<file path="config.mk">
export PLATFORM = sky130hd
export DESIGN_NAME = uart_tx_fifo_flat
export DESIGN_NICKNAME = d
export VERILOG_FILES = /design/src/rtl/uart_tx_fifo_if.sv /design/src/rtl/uart_tx_fifo.sv /design/src/flat_wrapper.sv
export SDC_FILE = /design/constraint.sdc
export NUM_CORES = 1
export LEC_CHECK = 0
export BUFFER_PORTS_ARGS = -buffer_cell sky130_fd_sc_hd__buf_2
export CAP_MARGIN = 25
export CELL_PAD_IN_SITES_DETAIL_PLACEMENT = 1
export CELL_PAD_IN_SITES_GLOBAL_PLACEMENT = 1
export CORE_MARGIN = 2
export CORE_UTILIZATION = 45
export CTS_BUF_LIST = sky130_fd_sc_hd__clkbuf_16
export DETAILED_ROUTE_END_ITERATION = 16
export PLACE_DENSITY_LB_ADDON = 0.15
export SLEW_MARGIN = 20
export SYNTH_ARGS = -nofsm -noshare
export SYNTH_HDL_FRONTEND = slang
export SYNTH_SLANG_ARGS = --single-unit
</file>
<file path="constraint.sdc">
create_clock -name clk -period 3.3 [get_ports clk]
set_input_delay 0.495 -clock clk [delete_from_list [all_inputs] [get_ports clk]]
set_output_delay 0.495 -clock clk [all_outputs]
set_load 0.1 [all_outputs]
</file>
<file path="src/rtl/uart_tx_fifo_if.sv">
// Host-side signal bundle for uart_tx_fifo: write port, frame config and line/status outputs.
// Tx_BREAK is present only when UART_TX_BREAK_EN is defined.
interface uart_tx_fifo_if #(
    parameter int unsigned DATA_W = 8,
    parameter int unsigned DEPTH  = 4,
    parameter int unsigned DIV_W  = 16
);
    localparam int unsigned LVL_W = $clog2(DEPTH) + 1;

    logic              Tx_EN;
    logic              Tx_WR;
    logic [DATA_W-1:0] Tx_DATA;
    logic [DIV_W-1:0]  baud_div;
    logic [3:0]        nbits;
    logic [1:0]        parity_mode;
    logic              stop2;
`ifdef UART_TX_BREAK_EN
    logic              Tx_BREAK;
`endif
    logic              TxD;
    logic              Tx_BUSY;
    logic              Tx_DONE;
    logic              Tx_FULL;
    logic              Tx_EMPTY;
    logic [LVL_W-1:0]  Tx_LEVEL;
    logic              Tx_OVF;

    modport master (
`ifdef UART_TX_BREAK_EN
        output Tx_BREAK,
`endif
        output Tx_EN, Tx_WR, Tx_DATA, baud_div, nbits, parity_mode, stop2,
        input  TxD, Tx_BUSY, Tx_DONE, Tx_FULL, Tx_EMPTY, Tx_LEVEL, Tx_OVF
    );

    modport slave (
`ifdef UART_TX_BREAK_EN
        input  Tx_BREAK,
`endif
        input  Tx_EN, Tx_WR, Tx_DATA, baud_div, nbits, parity_mode, stop2,
        output TxD, Tx_BUSY, Tx_DONE, Tx_FULL, Tx_EMPTY, Tx_LEVEL, Tx_OVF
    );
endinterface

</file>
<file path="src/rtl/uart_tx_fifo.sv">
// Buffered UART transmitter: write FIFO, internal prescaler/oversample bit timer, runtime frame format.
// Define UART_TX_BREAK_EN to add the Tx_BREAK input and the BREAK line state.
module uart_tx_fifo #(
    parameter int unsigned DATA_W     = 8,
    parameter int unsigned DEPTH      = 4,
    parameter int unsigned OVERSAMPLE = 16,
    parameter int unsigned DIV_W      = 16
) (
    input logic           clk,
    input logic           reset,
    uart_tx_fifo_if.slave bus
);
    localparam int unsigned PTR_W = $clog2(DEPTH);
    localparam int unsigned LVL_W = PTR_W + 1;
    localparam int unsigned OS_W  = (OVERSAMPLE > 1) ? $clog2(OVERSAMPLE) : 1;

    typedef enum logic [2:0] {
        S_OFF,
        S_IDLE,
        S_START,
        S_DATA,
        S_PARITY,
        S_STOP
`ifdef UART_TX_BREAK_EN
        , S_BREAK
`endif
    } state_t;

    state_t state_q, state_d;

    logic [DATA_W-1:0] mem [DEPTH];
    logic [PTR_W-1:0]  wr_ptr_q, rd_ptr_q;
    logic [LVL_W-1:0]  count_q, count_d;
    logic              full_q, empty_q, ovf_q;
    logic              push, pop;
    logic [DATA_W-1:0] head;

    logic [DATA_W-1:0] shift_q, shift_d;
    logic [3:0]        nbits_q, nbits_d, nbits_eff;
    logic [3:0]        bit_cnt_q, bit_cnt_d;
    logic              par_en_q, par_en_d, par_bit_q, par_bit_d, par_calc;
    logic              stop2_q, stop2_d, stop_cnt_q, stop_cnt_d;
    logic [DIV_W-1:0]  bd_q, bd_d, presc_q, presc_d;
    logic [OS_W-1:0]   os_q, os_d;
    logic              tick, bit_end;
    logic              txd_q, txd_d, busy_q, busy_d, done_q, done_d;
`ifdef UART_TX_BREAK_EN
    logic              brk_rel_q, brk_rel_d;
`endif

    // Write FIFO; a write while full is dropped even if a pop frees a slot on the same edge
    assign push    = bus.Tx_WR && !full_q;
    assign head    = mem[rd_ptr_q];
    assign count_d = count_q + LVL_W'(push) - LVL_W'(pop);

    always_ff @(posedge clk) begin
        if (push) mem[wr_ptr_q] <= bus.Tx_DATA;
    end

    always_ff @(posedge clk or negedge reset) begin
        if (!reset) begin
            wr_ptr_q <= '0;
            rd_ptr_q <= '0;
            count_q  <= '0;
            full_q   <= 1'b0;
            empty_q  <= 1'b1;
            ovf_q    <= 1'b0;
        end else begin
            if (push) wr_ptr_q <= wr_ptr_q + PTR_W'(1);
            if (pop)  rd_ptr_q <= rd_ptr_q + PTR_W'(1);
            count_q <= count_d;
            full_q  <= (count_d == LVL_W'(DEPTH));
            empty_q <= (count_d == '0);
            ovf_q   <= bus.Tx_WR && full_q;
        end
    end

    // Effective data width and parity of the head word, sampled when a frame is launched
    always_comb begin
        nbits_eff = (bus.nbits >= 4'd5 && bus.nbits <= 4'(DATA_W)) ? bus.nbits : 4'(DATA_W);
        par_calc  = 1'b0;
        for (int i = 0; i < int'(DATA_W); i++) begin
            if (4'(i) < nbits_eff) par_calc = par_calc ^ head[i];
        end
    end

    assign tick    = (presc_q == bd_q);
    assign bit_end = tick && (os_q == OS_W'(OVERSAMPLE - 1));

    always_comb begin
        state_d    = state_q;
        shift_d    = shift_q;
        nbits_d    = nbits_q;
        bit_cnt_d  = bit_cnt_q;
        par_en_d   = par_en_q;
        par_bit_d  = par_bit_q;
        stop2_d    = stop2_q;
        stop_cnt_d = stop_cnt_q;
        bd_d       = bd_q;
        presc_d    = tick ? '0 : presc_q + DIV_W'(1);
        os_d       = bit_end ? '0 : (tick ? os_q + OS_W'(1) : os_q);
        pop        = 1'b0;
        done_d     = 1'b0;
        txd_d      = 1'b1;
        busy_d     = 1'b1;
`ifdef UART_TX_BREAK_EN
        brk_rel_d  = brk_rel_q;
`endif
        case (state_q)
            S_OFF: begin
                presc_d = '0;
                os_d    = '0;
                if (bus.Tx_EN) state_d = S_IDLE;
            end
            S_IDLE: begin
                presc_d = '0;
                os_d    = '0;
                if (!bus.Tx_EN) begin
                    state_d = S_OFF;
`ifdef UART_TX_BREAK_EN
                end else if (bus.Tx_BREAK) begin
                    bd_d      = bus.baud_div;
                    brk_rel_d = 1'b0;
                    state_d   = S_BREAK;
`endif
                end else if (!empty_q) begin
                    pop        = 1'b1;
                    shift_d    = head;
                    nbits_d    = nbits_eff;
                    bit_cnt_d  = '0;
                    par_en_d   = (bus.parity_mode == 2'b01) || (bus.parity_mode == 2'b10);
                    par_bit_d  = (bus.parity_mode == 2'b10) ? ~par_calc : par_calc;
                    stop2_d    = bus.stop2;
                    stop_cnt_d = 1'b0;
                    bd_d       = bus.baud_div;
                    state_d    = S_START;
                end
            end
            S_START: begin
                if (bit_end) state_d = S_DATA;
            end
            S_DATA: begin
                if (bit_end) begin
                    shift_d   = shift_q >> 1;
                    bit_cnt_d = bit_cnt_q + 4'd1;
                    if (bit_cnt_q == nbits_q - 4'd1) state_d = par_en_q ? S_PARITY : S_STOP;
                end
            end
            S_PARITY: begin
                if (bit_end) state_d = S_STOP;
            end
            S_STOP: begin
                if (bit_end) begin
                    if (stop2_q && !stop_cnt_q) begin
                        stop_cnt_d = 1'b1;
                    end else begin
                        done_d  = 1'b1;
                        state_d = S_IDLE;
                    end
                end
            end
`ifdef UART_TX_BREAK_EN
            // Hold the line low with the timer parked; release arms one stop bit
            S_BREAK: begin
                if (!brk_rel_q) begin
                    presc_d = '0;
                    os_d    = '0;
                    if (!bus.Tx_BREAK) brk_rel_d = 1'b1;
                end else if (bit_end) begin
                    state_d = S_IDLE;
                end
            end
`endif
            default: state_d = S_OFF;
        endcase

        // Line and busy follow the state being entered so TxD changes on the transition edge
        case (state_d)
            S_START:  txd_d = 1'b0;
            S_DATA:   txd_d = shift_d[0];
            S_PARITY: txd_d = par_bit_d;
            S_STOP:   txd_d = 1'b1;
`ifdef UART_TX_BREAK_EN
            S_BREAK:  txd_d = brk_rel_d;
`endif
            default:  busy_d = 1'b0;
        endcase
    end

    always_ff @(posedge clk or negedge reset) begin
        if (!reset) begin
            state_q    <= S_OFF;
            shift_q    <= '0;
            nbits_q    <= 4'(DATA_W);
            bit_cnt_q  <= '0;
            par_en_q   <= 1'b0;
            par_bit_q  <= 1'b0;
            stop2_q    <= 1'b0;
            stop_cnt_q <= 1'b0;
            bd_q       <= '0;
            presc_q    <= '0;
            os_q       <= '0;
            txd_q      <= 1'b1;
            busy_q     <= 1'b0;
            done_q     <= 1'b0;
`ifdef UART_TX_BREAK_EN
            brk_rel_q  <= 1'b0;
`endif
        end else begin
            state_q    <= state_d;
            shift_q    <= shift_d;
            nbits_q    <= nbits_d;
            bit_cnt_q  <= bit_cnt_d;
            par_en_q   <= par_en_d;
            par_bit_q  <= par_bit_d;
            stop2_q    <= stop2_d;
            stop_cnt_q <= stop_cnt_d;
            bd_q       <= bd_d;
            presc_q    <= presc_d;
            os_q       <= os_d;
            txd_q      <= txd_d;
            busy_q     <= busy_d;
            done_q     <= done_d;
`ifdef UART_TX_BREAK_EN
            brk_rel_q  <= brk_rel_d;
`endif
        end
    end

    assign bus.TxD      = txd_q;
    assign bus.Tx_BUSY  = busy_q;
    assign bus.Tx_DONE  = done_q;
    assign bus.Tx_FULL  = full_q;
    assign bus.Tx_EMPTY = empty_q;
    assign bus.Tx_LEVEL = count_q;
    assign bus.Tx_OVF   = ovf_q;
endmodule

</file>
<file path="src/flat_wrapper.sv">
// flat-port wrapper written by rule: the top's interface ports become plain ports
module uart_tx_fifo_flat 
#(
    parameter int unsigned DATA_W     = 8,
    parameter int unsigned DEPTH      = 4,
    parameter int unsigned OVERSAMPLE = 16,
    parameter int unsigned DIV_W      = 16
)
  (clk, reset, bus_Tx_EN, bus_Tx_WR, bus_Tx_DATA, bus_baud_div, bus_nbits, bus_parity_mode, bus_stop2, bus_TxD, bus_Tx_BUSY, bus_Tx_DONE, bus_Tx_FULL, bus_Tx_EMPTY, bus_Tx_LEVEL, bus_Tx_OVF);
  uart_tx_fifo_if #(.DATA_W(DATA_W), .DEPTH(DEPTH), .DIV_W(DIV_W)) bus_i ();
  input logic clk;
  input logic reset;
  input wire logic [$bits(bus_i.Tx_EN)-1:0] bus_Tx_EN;
  input wire logic [$bits(bus_i.Tx_WR)-1:0] bus_Tx_WR;
  input wire logic [$bits(bus_i.Tx_DATA)-1:0] bus_Tx_DATA;
  input wire logic [$bits(bus_i.baud_div)-1:0] bus_baud_div;
  input wire logic [$bits(bus_i.nbits)-1:0] bus_nbits;
  input wire logic [$bits(bus_i.parity_mode)-1:0] bus_parity_mode;
  input wire logic [$bits(bus_i.stop2)-1:0] bus_stop2;
  output wire logic [$bits(bus_i.TxD)-1:0] bus_TxD;
  output wire logic [$bits(bus_i.Tx_BUSY)-1:0] bus_Tx_BUSY;
  output wire logic [$bits(bus_i.Tx_DONE)-1:0] bus_Tx_DONE;
  output wire logic [$bits(bus_i.Tx_FULL)-1:0] bus_Tx_FULL;
  output wire logic [$bits(bus_i.Tx_EMPTY)-1:0] bus_Tx_EMPTY;
  output wire logic [$bits(bus_i.Tx_LEVEL)-1:0] bus_Tx_LEVEL;
  output wire logic [$bits(bus_i.Tx_OVF)-1:0] bus_Tx_OVF;
  assign bus_i.Tx_EN = bus_Tx_EN;
  assign bus_i.Tx_WR = bus_Tx_WR;
  assign bus_i.Tx_DATA = bus_Tx_DATA;
  assign bus_i.baud_div = bus_baud_div;
  assign bus_i.nbits = bus_nbits;
  assign bus_i.parity_mode = bus_parity_mode;
  assign bus_i.stop2 = bus_stop2;
  assign bus_TxD = bus_i.TxD;
  assign bus_Tx_BUSY = bus_i.Tx_BUSY;
  assign bus_Tx_DONE = bus_i.Tx_DONE;
  assign bus_Tx_FULL = bus_i.Tx_FULL;
  assign bus_Tx_EMPTY = bus_i.Tx_EMPTY;
  assign bus_Tx_LEVEL = bus_i.Tx_LEVEL;
  assign bus_Tx_OVF = bus_i.Tx_OVF;
  uart_tx_fifo #(.DATA_W(DATA_W), .DEPTH(DEPTH), .OVERSAMPLE(OVERSAMPLE), .DIV_W(DIV_W)) u_core (.clk(clk), .reset(reset), .bus(bus_i));
endmodule
</file>
==> impl_metrics.tcl <==
set metrics [dict create \
    drv_slew 0 \
    yosys-top-cells-area "dfrtp_1 37%, edfxtp_1 20%, nand2_1 6.8%" \
    root_buffer "clkbuf_16" \
    n_fill_cell 1126 \
    grt_max_degree 35 \
    post-route-util_pct 52.6 \
    syn_inst 413 \
    holdWs_ps 44.7 \
    cts_buffers 9 \
    multi_input_area_sq_um 1810 \
    comb_power_share_pct 17.5 \
    post-route-min-period_ps 2650 \
    syn_area_sq_um 4700 \
    end_kind "flip-flop" \
    required_ps 3590 \
    num_io_pins 44 \
    final_common_cell "nand2_1" \
    finalCritPeriodShare_pct 80.4 \
    hpwl_microns 6760 \
    synth-compound-area-share_pct 4.72 \
    drc_errors 0 \
    final.setup.tns_ps 0 \
    yosysTopAreaCell "dfrtp_1" \
    row_count 37 \
    path_class "flip-flop to flip-flop" \
    post_cts_buffers 0 \
    vias 3066 \
    yosys_warnings 0 \
    clock_skew_ps 9.63 \
    yosys.area_share.adder_pct 3.36 \
    cts.repair.resized 0 \
    hold_viol 0 \
    synth-async-reset-ratio_pct 69.2 \
    syn2layout_area_growth_pct 14.5 \
    synth_nets 460 \
    switching_share_pct 29.5 \
    grt_pass1_wl_microns 16100 \
    fin_nets 506 \
    synth_area_per_cell_sq_um 11.4 \
    hold_path.class "primary input to async pin" \
    wire_per_inst_microns 15.6 \
    cellLeakagePower_nw 2.44 \
    dr.pass1.iters 4 \
    netlist.area_leader.share_pct 36.8 \
    antenna_found_initial 0 \
    peakVddDrop_uv 537 \
    dp_cells 584 \
    cap_violations 0 \
    crit_arrival_ps 2940 \
    start_util_pct 45.9 \
    die_x_microns 106 \
    intPower_w 0.00222 \
    cts_tree "built" \
    slew_headroom_pct 54.7 \
    grtUsageTotal_pct 18.6 \
    drt_iter0_markers 70 \
    ant_nets 0 \
    drive_gt1_share_pct 18.1 \
    synth-simple-area-share_pct 16.3 \
    regArea_sq_um 2770 \
    clk_latency_ps 360 \
    die-area_sq_um 11300 \
    startpoint_type "flip-flop" \
    synth_top_family_by_area "simple AND/OR/NAND/NOR gates" \
    antennaDiodeCount 0 \
    power_density_nw_per_um2 585 \
    clkPwrFrac_pct 34.8 \
    grt_overflow 0 \
    htree_levels 3 \
    numPortBuffers 43 \
    fmax_ghz 0.377 \
    cts_hold_buffers 0 \
    switchingPower_w 0.000929 \
    synthFlopType "dfrtp_1" \
    p_seq_share_pct 47.7 \
    grt_pass1_vias 3393 \
    synth_seq_cells 104 \
    clkSlewWorstSetupHoldPaths_ps 70 \
    vias_per_cell 5.11 \
    core-area_sq_um 10200 \
    synth_mux_area_share_pct 4.29 \
    setup_viol 0 \
    worst_slew_pin_slew_ps 679 \
    clock_path_buffers 2 \
    cts.sinks 104 \
    gp_congestion 0.737 \
    path_max_fanout 6 \
    yosysSeqAreaShare_pct 58.9 \
    post_synth_num_cell_types 46 \
    finalWirelength_microns 9330 \
    finalNonFillerCells 600 \
    synth-edff-count 32 \
    yosys.area_share.xor_xnor_pct 9.70 \
    layout_common_cells "85 x nand2_1, 69 x dfrtp_1, 43 x buf_2" \
    rsz0062_at_grt "no" \
    die_h_microns 106 \
    status "complete, no violations" \
]
==> cell families (layout without fill, tap and decap cells) <==
group | count (synthesis) | count (layout)
and+or+nand+nor | 171 | 171
muxes | 10 | 10
buffers and inverters | 31 | 82
adders and majority gates | 12 | 12
DFF | 104 | 104
AOI/OAI and AO/OA | 33 | 33
xor gates and xnor gates | 52 | 52
==> synthesized netlist by cell type, drive strengths merged, types with 2 or more instances <==
library cell / n
clkbuf: 10
xnor2: 25
mux4: 8
nor4: 4
dfstp: 3
nor2: 33
and4: 2
o32a: 2
nand2: 85
or2: 3
a21oi: 4
nor3: 5
nand4: 5
ha: 11
buf: 4
xor2: 27
dfrtp: 69
o21ai: 14
nand3: 14
and2: 5
a22oi: 6
edfxtp: 32
nor2b: 7
or3b: 2
inv: 16
nand2b: 2
==> power groups by stage <==
| stage | logic (W) | clock network [W] | registers, W |
|---|---|---|---|
| after floorplan | 0.000236 | 0 | 0.00170 |
| after global placement | 0.000548 | 0 | 0.00152 |
| after detailed placement | 0.000562 | 0 | 0.00153 |
| after CTS | 0.000564 | 0.00113 | 0.00150 |
| after global routing | 0.000606 | 0.00117 | 0.00151 |
| final | 0.000550 | 0.00110 | 0.00150 |
==> critical path, stage by stage (launching register included) <==
cell and delay, ps:
dfrtp_1 440, xor2_1 160, nor4_1 400, nand4_1 230
or4_4 590, o21ai_2 140, or3b_1 360, a32o_1 260
==> final timing paths <==
kind / startpoint / endpoint / slack, ps / cells past startpoint
setup reg to reg: u_core.presc_q[0] / u_core.bus.TxD / 650 / 7
hold / removal: reset / u_core.bd_q[2] / 40 / 1
max in group asynchronous: reset / u_core.bus.TxD / 2470 / 2
setup / recovery: u_core.presc_q[0] / u_core.bus.TxD / 650 / 7
min in group clk: bus_baud_div[2] / u_core.bd_q[2] / 330 / 3
hold reg to reg: u_core.shift_q[4] / u_core.shift_q[4] / 480 / 2
==> sequential cells by signal (all words and copies together) (netlist names), 2 cells and up <==
name and cells:
u_core.rd_ptr_q 2, u_core.os_q 4, u_core.presc_q 16, u_core.nbits_q 4, u_core.bd_q 16, u_core.bus.Tx_LEVEL 3, u_core.shift_q 8, u_core.state_q 3
u_core.bit_cnt_q 4, u_core.mem 32, u_core.wr_ptr_q 2
==> routing by layer <==
layer  GRT usage, %  part of all wire [%]
met1           20.1                    40
met2           34.9                    55
met3           4.54                   2.7
met4           6.77                   1.6
met5              0                     0
==> per-stage QoR <==
step | setup WS (ps) | instance area, sq um | total power, W
2_1_floorplan | 305 | 4700 | 0.00194
3_3_place_gp | 691 | 5060 | 0.00207
3_5_place_dp | 653 | 5070 | 0.00209
4_1_cts | 636 | 5380 | 0.00320
5_1_grt | 433 | 5380 | 0.00329
6_report | 647 | 5380 | 0.00314
==> cell type report <==
cell class,count,share of cell area (%)
tap,136,3.16
clock inverter,7,1.58
clock buffer,9,4.19
timing repair buffer,49,4.84
multi-input combinational,278,33.6
sequential,104,51.4
inverter,17,1.19
No activity file was read; power rests on OpenSTA's default activity.
